--- config.mk ---
export PLATFORM = sky130hd
export DESIGN_NAME = pe_ifmap_feeder_flat
export DESIGN_NICKNAME = d
export VERILOG_FILES = /design/src/rtl/pe_ifmap_feeder_if.sv /design/src/rtl/pe_ifmap_feeder.sv /design/src/flat_wrapper.sv
export SDC_FILE = /design/constraint.sdc
export NUM_CORES = 1
export LEC_CHECK = 0
export CORE_MARGIN = 2
export CORE_UTILIZATION = 31
export CTS_CLUSTER_SIZE = 28
export DETAILED_ROUTE_END_ITERATION = 10
export PLACE_DENSITY = 0.55
export SETUP_SLACK_MARGIN = 0.1
export SLEW_MARGIN = 20
export SYNTH_ARGS = -nofsm -noshare
export SYNTH_HDL_FRONTEND = slang
export SYNTH_SLANG_ARGS = --single-unit
--- constraint.sdc ---
create_clock -name clk -period 3.7 [get_ports clk]
set_input_delay 0.74 -clock clk [delete_from_list [all_inputs] [get_ports clk]]
set_output_delay 0.74 -clock clk [all_outputs]
set_load 0.02 [all_outputs]
--- src/rtl/pe_ifmap_feeder_if.sv ---
// Bundle of the feeder's control, global-buffer read port and PE-side signals.
// master: the PE controller and SRAM side; slave: the feeder itself.
interface pe_ifmap_feeder_if #(
    parameter int unsigned DATA_W = 8,
    parameter int unsigned ADDR_W = 12
);
    logic              start;
    logic [ADDR_W-1:0] base_addr;
    logic [ADDR_W-1:0] run_len;
    logic              mem_rd;
    logic [ADDR_W-1:0] mem_addr;
    logic [DATA_W-1:0] mem_rdata;
    logic              data_read;
    logic [DATA_W-1:0] pe_data;
    logic              stop_read;
    logic              data_ready;
    logic              busy;
    logic              done;

    modport master (
        output start, base_addr, run_len, mem_rdata, data_read,
        input  mem_rd, mem_addr, pe_data, stop_read, data_ready, busy, done
    );

    modport slave (
        input  start, base_addr, run_len, mem_rdata, data_read,
        output mem_rd, mem_addr, pe_data, stop_read, data_ready, busy, done
    );
endinterface

--- src/rtl/pe_ifmap_feeder.sv ---
// Streams a run of ifmap words from the global buffer into a circular FIFO
// and serves the PE controller's per-cycle pops.
module pe_ifmap_feeder #(
    parameter int unsigned DATA_W = 8,
    parameter int unsigned ADDR_W = 12,
    parameter int unsigned DEPTH  = 8,
    parameter int unsigned STRIDE = 1
) (
    input logic               clk,
    input logic               rst,
    pe_ifmap_feeder_if.slave  io_bus
);
    localparam int unsigned PTR_W = $clog2(DEPTH);
    localparam int unsigned CNT_W = PTR_W + 1;

    typedef enum logic [1:0] {StIdle, StFetch, StDrain, StDone} state_t;

    state_t            r_state;
    logic              r_busy;
    logic              r_done;
    logic [PTR_W-1:0]  r_wr_ptr;
    logic [PTR_W-1:0]  r_rd_ptr;
    logic [CNT_W-1:0]  r_occ;
    logic              r_inflight;
    logic [ADDR_W:0]   r_issued;
    logic [ADDR_W:0]   r_len;
    logic [ADDR_W-1:0] r_base;
    logic [DATA_W-1:0] r_fifo [DEPTH];

    logic w_room;
    logic w_words_left;
    logic w_issue;
    logic w_last;
    logic w_fill;
    logic w_pop;

    // The in-flight read already owns a slot, so it counts against room.
    assign w_room       = (r_occ + CNT_W'(r_inflight)) < CNT_W'(DEPTH);
    assign w_words_left = r_issued < r_len;
    assign w_issue      = (r_state == StFetch) && w_room && w_words_left;
    assign w_last       = (r_issued + (ADDR_W + 1)'(1)) == r_len;
    assign w_fill       = r_inflight;
    assign w_pop        = io_bus.data_read && (r_occ != '0);

    always_ff @(posedge clk) begin
        if (rst) begin
            r_state    <= StIdle;
            r_busy     <= 1'b0;
            r_done     <= 1'b0;
            r_wr_ptr   <= '0;
            r_rd_ptr   <= '0;
            r_occ      <= '0;
            r_inflight <= 1'b0;
            r_issued   <= '0;
            r_len      <= '0;
            r_base     <= '0;
        end else begin
            r_inflight <= w_issue;
            if (w_fill) r_wr_ptr <= r_wr_ptr + PTR_W'(1);
            if (w_pop)  r_rd_ptr <= r_rd_ptr + PTR_W'(1);
            if (w_fill && !w_pop)      r_occ <= r_occ + CNT_W'(1);
            else if (!w_fill && w_pop) r_occ <= r_occ - CNT_W'(1);

            unique case (r_state)
                StIdle, StDone: begin
                    r_state <= StIdle;
                    r_busy  <= 1'b0;
                    r_done  <= 1'b0;
                    if (io_bus.start) begin
                        r_base   <= io_bus.base_addr;
                        r_len    <= {1'b0, io_bus.run_len};
                        r_issued <= '0;
                        if (io_bus.run_len != '0) begin
                            r_state <= StFetch;
                            r_busy  <= 1'b1;
                        end else begin
                            r_state <= StDone;
                            r_done  <= 1'b1;
                        end
                    end
                end
                StFetch: begin
                    if (w_issue) begin
                        r_issued <= r_issued + (ADDR_W + 1)'(1);
                        if (w_last) r_state <= StDrain;
                    end
                end
                StDrain: begin
                    if (!r_inflight && (r_occ == '0)) begin
                        r_state <= StDone;
                        r_busy  <= 1'b0;
                        r_done  <= 1'b1;
                    end
                end
            endcase
        end
    end

    // Storage is left unreset; the head is masked while empty instead.
    always_ff @(posedge clk) begin
        if (!rst && w_fill) r_fifo[r_wr_ptr] <= io_bus.mem_rdata;
    end

    assign io_bus.mem_rd     = w_issue;
    assign io_bus.mem_addr   = w_issue ? (r_base + r_issued[ADDR_W-1:0]) : '0;
    assign io_bus.pe_data    = (r_occ == '0) ? '0 : r_fifo[r_rd_ptr];
    assign io_bus.stop_read  = (r_occ == '0);
    assign io_bus.data_ready = (r_occ >= CNT_W'(STRIDE));
    assign io_bus.busy       = r_busy;
    assign io_bus.done       = r_done;
endmodule

--- src/flat_wrapper.sv ---
// flat-port wrapper written by rule: the top's interface ports become plain ports
module pe_ifmap_feeder_flat 
#(
    parameter int unsigned DATA_W = 8,
    parameter int unsigned ADDR_W = 12,
    parameter int unsigned DEPTH  = 8,
    parameter int unsigned STRIDE = 1
)
  (clk, rst, io_bus_start, io_bus_base_addr, io_bus_run_len, io_bus_mem_rdata, io_bus_data_read, io_bus_mem_rd, io_bus_mem_addr, io_bus_pe_data, io_bus_stop_read, io_bus_data_ready, io_bus_busy, io_bus_done);
  pe_ifmap_feeder_if #(.DATA_W(DATA_W), .ADDR_W(ADDR_W)) io_bus_i ();
  input logic clk;
  input logic rst;
  input wire logic [$bits(io_bus_i.start)-1:0] io_bus_start;
  input wire logic [$bits(io_bus_i.base_addr)-1:0] io_bus_base_addr;
  input wire logic [$bits(io_bus_i.run_len)-1:0] io_bus_run_len;
  input wire logic [$bits(io_bus_i.mem_rdata)-1:0] io_bus_mem_rdata;
  input wire logic [$bits(io_bus_i.data_read)-1:0] io_bus_data_read;
  output wire logic [$bits(io_bus_i.mem_rd)-1:0] io_bus_mem_rd;
  output wire logic [$bits(io_bus_i.mem_addr)-1:0] io_bus_mem_addr;
  output wire logic [$bits(io_bus_i.pe_data)-1:0] io_bus_pe_data;
  output wire logic [$bits(io_bus_i.stop_read)-1:0] io_bus_stop_read;
  output wire logic [$bits(io_bus_i.data_ready)-1:0] io_bus_data_ready;
  output wire logic [$bits(io_bus_i.busy)-1:0] io_bus_busy;
  output wire logic [$bits(io_bus_i.done)-1:0] io_bus_done;
  assign io_bus_i.start = io_bus_start;
  assign io_bus_i.base_addr = io_bus_base_addr;
  assign io_bus_i.run_len = io_bus_run_len;
  assign io_bus_i.mem_rdata = io_bus_mem_rdata;
  assign io_bus_i.data_read = io_bus_data_read;
  assign io_bus_mem_rd = io_bus_i.mem_rd;
  assign io_bus_mem_addr = io_bus_i.mem_addr;
  assign io_bus_pe_data = io_bus_i.pe_data;
  assign io_bus_stop_read = io_bus_i.stop_read;
  assign io_bus_data_ready = io_bus_i.data_ready;
  assign io_bus_busy = io_bus_i.busy;
  assign io_bus_done = io_bus_i.done;
  pe_ifmap_feeder #(.DATA_W(DATA_W), .ADDR_W(ADDR_W), .DEPTH(DEPTH), .STRIDE(STRIDE)) u_core (.clk(clk), .rst(rst), .io_bus(io_bus_i));
endmodule
=== Word level (Yosys, flattened, before mapping) ===
Memory sizes are Yosys's and may differ from the RTL's. A register that Yosys moved wholly into a read port is not among the register bits.
Cells that the tools add are included.

* $add $sub $neg: 7
* Magnitude comparators: 3
* Equality and inequality tests: 8
* Muxes and demuxes: 25
* Reductions and logical operators: 22

{| class="wikitable"
|+ Operators with widths
! kind !! count
|-
| 13-bit two-way mux || 2
|-
| 13-bit case mux with 2 select lines || 1
|-
| 13-bit by 1-bit adder with 13-bit output (second input constant) || 1
|-
| 13-bit by 12-bit equality test with 1-bit output || 1
|-
| 13-bit by 12-bit less-than comparator with 1-bit output || 1
|-
| 12-bit adder || 1
|-
| 12-bit two-way mux || 1
|-
| 12-bit nonzero test || 1
|-
| 2-bit two-way mux || 5
|-
| 1-bit two-way mux || 8
|-
| 4-bit two-way mux || 2
|-
| 8-bit two-way mux || 1
|-
| 1-bit logical AND || 7
|-
| 3-bit by 1-bit adder with 3-bit output (second input constant) || 2
|-
| 3-bit two-way mux || 2
|-
| 2-bit by 1-bit inequality test with 1-bit output (second input constant) || 3
|-
| 2-bit case mux with 3 select lines || 1
|-
| 3-bit AND reduction || 2
|-
| 2-bit nonzero test || 3
|-
| 4-bit by 1-bit adder with 4-bit output || 1
|-
| 4-bit by 1-bit adder with 4-bit output (second input constant) || 1
|-
| 2-bit equality test (second input constant) || 2
|-
| 4-bit by 1-bit >= comparator with 1-bit output (second input constant) || 1
|-
| 4-bit logical NOT || 1
|-
| other kinds (10) || 14
|}

* Register bits: 52
* RAM bits: 64
* Input port bits: 36
* Output and inout port bits: 25
* Memories kept: 1

{| class="wikitable"
|+ Memories
! name !! depth !! bits a word !! rd ports !! clocked after memory_dff !! write ports !! line !! text
|-
| u_core.r_fifo || 8 || 8 || 1 || 1 || 1 || pe_ifmap_feeder.sv:28 || <nowiki>logic [DATA_W-1:0] r_fifo [DEPTH];</nowiki>
|}

=== Depth between registers and ports, before layout ===
* Depth in word-level cells: 6
* Gate-level depth with buffers: 10
* Depth with buffers taken out: 10

=== Least setup slack after synthesis ===
No wires, ideal clock.

* Kind: register to output
* Start point: reg u_core.r_issued[1]
* End point: out io_bus_mem_addr[11]
* Arrival: 2535 ps
* Path slack: 425 ps
* Cell stages (with the launch flop): 9
* Cell sequence: dfxtp_1 > ha_1 > a21o_1 > a21o_1 > a2111oi_0 > nor3_1 > nor3_1 > nor3_1 > nor3b_1

* Cells in the longest elaborated chain, start to end: 3
* Elaborated cells on any way between the ends: 4
* Classes of those cells: add/sub: 1; order compare: 1; mux: 1; reduce/logical: 1

{| class="wikitable"
|+ Ends and longest elaborated chain
! what !! line !! text
|-
| start: declaration || pe_ifmap_feeder.sv:25 || <nowiki>logic [ADDR_W:0] r_issued;</nowiki>
|-
| start signal: assignment || pe_ifmap_feeder.sv:84 || <nowiki>r_issued <= r_issued + (ADDR_W + 1)'(1);</nowiki>
|-
| 13-bit by 12-bit less-than comparator with 1-bit output || pe_ifmap_feeder.sv:39 || <nowiki>assign w_words_left = r_issued < r_len;</nowiki>
|-
| 1-bit logical AND || pe_ifmap_feeder.sv:40 || <nowiki>assign w_issue = (r_state == StFetch) && w_room && w_words_left;</nowiki>
|-
| 12-bit two-way mux * || pe_ifmap_feeder.sv:105 || <nowiki>assign io_bus.mem_addr = w_issue ? (r_base + r_issued[ADDR_W-1:0]) : '0;</nowiki>
|-
| end: declaration || flat_wrapper.sv:19 || <nowiki>output wire logic [$bits(io_bus_i.mem_addr)-1:0] io_bus_mem_addr;</nowiki>
|}

Every way passes the cells marked *; elsewhere a longest branch is shown, timed or not.

=== Worst setup path in the final report ===
* Start point: reg u_core.r_base[1]
* End point: out io_bus_mem_addr[7]

* Cells in the longest elaborated chain, start to end: 2

{| class="wikitable"
|+ Ends and longest elaborated chain
! what !! line !! text
|-
| start: declaration || pe_ifmap_feeder.sv:27 || <nowiki>logic [ADDR_W-1:0] r_base;</nowiki>
|-
| start signal: assignment || pe_ifmap_feeder.sv:70 || <nowiki>r_base <= io_bus.base_addr;</nowiki>
|-
| 12-bit adder || pe_ifmap_feeder.sv:105 ||
|-
| 12-bit two-way mux || pe_ifmap_feeder.sv:105 ||
|}

No other way between the ends.

==> impl_metrics.json <==
{
  "status": "completed",
  "postPlaceCellArea_um2": 7110,
  "endpoint_kind": "output port",
  "place.detailed.hpwl_um": 10900,
  "vias": 4667,
  "gp_congestion": 0.849,
  "cp.required_ps": 2960,
  "syn_area_um2": 6120,
  "cts_max_path_buffers": 2,
  "synth_seq_cells": 119,
  "insertedDiodeCount": 0,
  "tightest_slew_ps": 970,
  "ys_warn_count": 0,
  "die_area_um2": 20900,
  "viasPerCell": 4.95,
  "leakage_uw": 0.00280,
  "port_buffers": 60,
  "syn_avg_cell_area_um2": 10.5,
  "antenna_found_initial": 0,
  "cts_hold_buf": 0,
  "arrival_ps": 2750,
  "max_cap_violations": 0,
  "cts_inserted_buffers": 17,
  "die_w_um": 145,
  "grt_max_degree": 56,
  "rows": 51,
  "clk_latency_ps": 420,
  "hold_violations": 0,
  "place_inst": 906,
  "yosys-top-cells-area": "edfxtp_1, dfxtp_1, ha_1",
  "firstDrtPassIters": 5,
  "synth_edf_count": 64,
  "layout.cells.non_filler": 942,
  "core_area_um2": 19400,
  "hold_ws_ps": 460,
  "cts_sinks": 119,
  "crit_fanout": 3,
  "drc": 0,
  "layout.nets": 734,
  "area_growth_pct": 27.3,
  "finalSetupTns_ps": 0,
  "synth-main-ff-cell": "edfxtp_1",
  "rsz0062_at_grt": "true",
  "final.min_clock_period_ps": 3490,
  "grt_pass1_wl_um": 24400,
  "grt_pass1_vias": 4760,
  "synthArstFlopShare_pct": 0,
  "drtIter0Drc": 211,
  "synth_top_cells_by_count": "nand2_1, edfxtp_1, dfxtp_1, a21oi_1, nor2_1",
  "synthCells": 585,
  "slew_headroom_pct": 35.1,
  "io_pins": 61,
  "syn-num-nets": 655,
  "setup_violations": 0,
  "ys_seq_area_share_pct": 49.4,
  "clockRootBuffer": "clkbuf_16",
  "vdd.ir_drop.worst_mv": 0.400,
  "criticalPathCategory": "reg -> out",
  "hold_class": "reg -> reg",
  "fmax_ghz": 0.287,
  "maxSlewViolCount": 0,
  "wl_um": 15400,
  "yosysUniqueCellTypes": 67,
  "yosysMostFrequentCell": "nand2_1",
  "final_layout_size_suffix_gt1_share_pct": 15.2,
  "antenna_left": 0,
  "fin_skew_ps": 8.05,
  "cts_tree": "built",
  "synth_largest_area_cell": "edfxtp_1",
  "grt.overflow.total": 0,
  "report.power.total_uw": 5210,
  "die_y_um": 145,
  "synth_top_area_share_pct": 31.4,
  "h-tree-depth": 4,
  "postLayoutCellArea_um2": 7790,
  "worst_setup_path_start_kind": "register",
  "avgRoutedWirePerCell_um": 16.3,
  "power_density_nw_per_um2": 669,
  "grt_usage_pct": 15.5,
  "post-route-period-util_pct": 94.3,
  "start_util_pct": 31.5,
  "clk_pin_slew_worst_paths_ps": 60
}
## worst max-delay path, stage by stage, from the launching register on
cell and delay, ps:
dfxtp_1 330, ha_1 300, a21o_1 180, a21o_1 230, a2111oi_4 360, buf_4 160, nor2_1 40, a21oi_1 160
xor2_1 210, nor2_1 70, clkdlybuf4s15_1 290
## per-layer routing
metal | wire length [um] | global-route usage [%] | vias up
met3 | 543 | 3.51 | 27
met5 | 0 | 0 | -
li1 | - | - | 2273
met4 | 301 | 6.44 | 0
met2 | 7740 | 27.5 | 103
met1 | 6770 | 17.9 | 2264
## where the power goes
group	leakage, uW	internal, uW	switching [uW]
Sequential	0.00102	1510	101
Combinational	0.00148	804	1070
Clock	0.000303	1080	639
Total	0.00280	3400	1810
## path summary, 6_finish.rpt
kind / start / endpoint / slack (ps) / cells past startpoint
max reg2reg: u_core.r_len[11] / u_core.r_issued[7] / 760 / 13
min: u_core.r_base[0] / u_core.r_base[0] / 460 / 2
min reg2reg: u_core.r_base[0] / u_core.r_base[0] / 460 / 2
max: u_core.r_base[1] / io_bus_mem_addr[7] / 210 / 10
## logic make-up (layout without fill, tap and decap cells)
logic type | after synthesis | in the layout | synth area share (%)
compound gates | 106 | 106 | 10.7
xor+xnor | 27 | 27 | 3.86
mux | 28 | 28 | 7.89
buf+inv | 58 | 150 | 3.78
simple gates | 213 | 213 | 17.3
fa+ha+maj | 34 | 34 | 7.07
flops | 119 | 119 | 49.4
## cells in the final DEF (no fill, tap or decap), drive strengths merged, types with 3 or more instances in the layout
cell	synthesis	layout
or3	3	3
clkbuf	16	19
edfxtp	64	64
and2	7	7
bufinv	0	3
nand2b	5	5
nand4	10	10
nand3	20	20
buf	12	30
nor2b	9	9
mux4	16	16
clkdlybuf4s50	0	48
nor2	52	52
nand2	69	69
o21a	4	4
mux2i	10	10
clkinv	1	5
a211oi	3	3
o21ai	21	21
nor4	6	6
xor2	12	12
a21oi	54	54
ha	33	33
o211ai	3	3
dlygate4sd2	0	6
a21o	3	3
dfxtp	55	55
and3	4	4
xnor2	15	15
nor3	14	14
inv	29	36
## state kept, by name (all words and copies together), names as in the netlist, named ones only
register / cells
u_core.r_wr_ptr: 3
u_core.io_bus.busy: 1
u_core.r_fifo: 64
u_core.r_inflight: 1
u_core.r_issued: 13
u_core.r_len: 12
u_core.r_occ: 4
u_core.r_state: 2
u_core.r_rd_ptr: 3
u_core.r_base: 12
u_core.io_bus.done: 1
## layout make-up
class / instances / area [um2]
fill: 1877 / 11600
sequential: 119 / 3020
multi-input combinational: 408 / 2920
timing repair buffer: 88 / 786
clock buffer: 17 / 425
tap: 265 / 332
clock inverter: 15 / 191
inverter: 30 / 113
## through the flow
stage / util [%] / setup WS (ps)
after floorplan: - / 425
after global placement: 36.6 / 162
after detailed placement: 36.6 / 141
after CTS: 40.0 / 44.2
after global routing: 40.2 / 27.4
final: 40.2 / 210
## repair_timing
action                                  in CTS  in global routing
pin swaps                                    1                  4
gates resized for setup                     19                 14
endpoints found under the setup margin      13                  9
setup buffers                                3                  1
hold endpoints to repair                     0                  0
(Power assumes the default switching activity.)
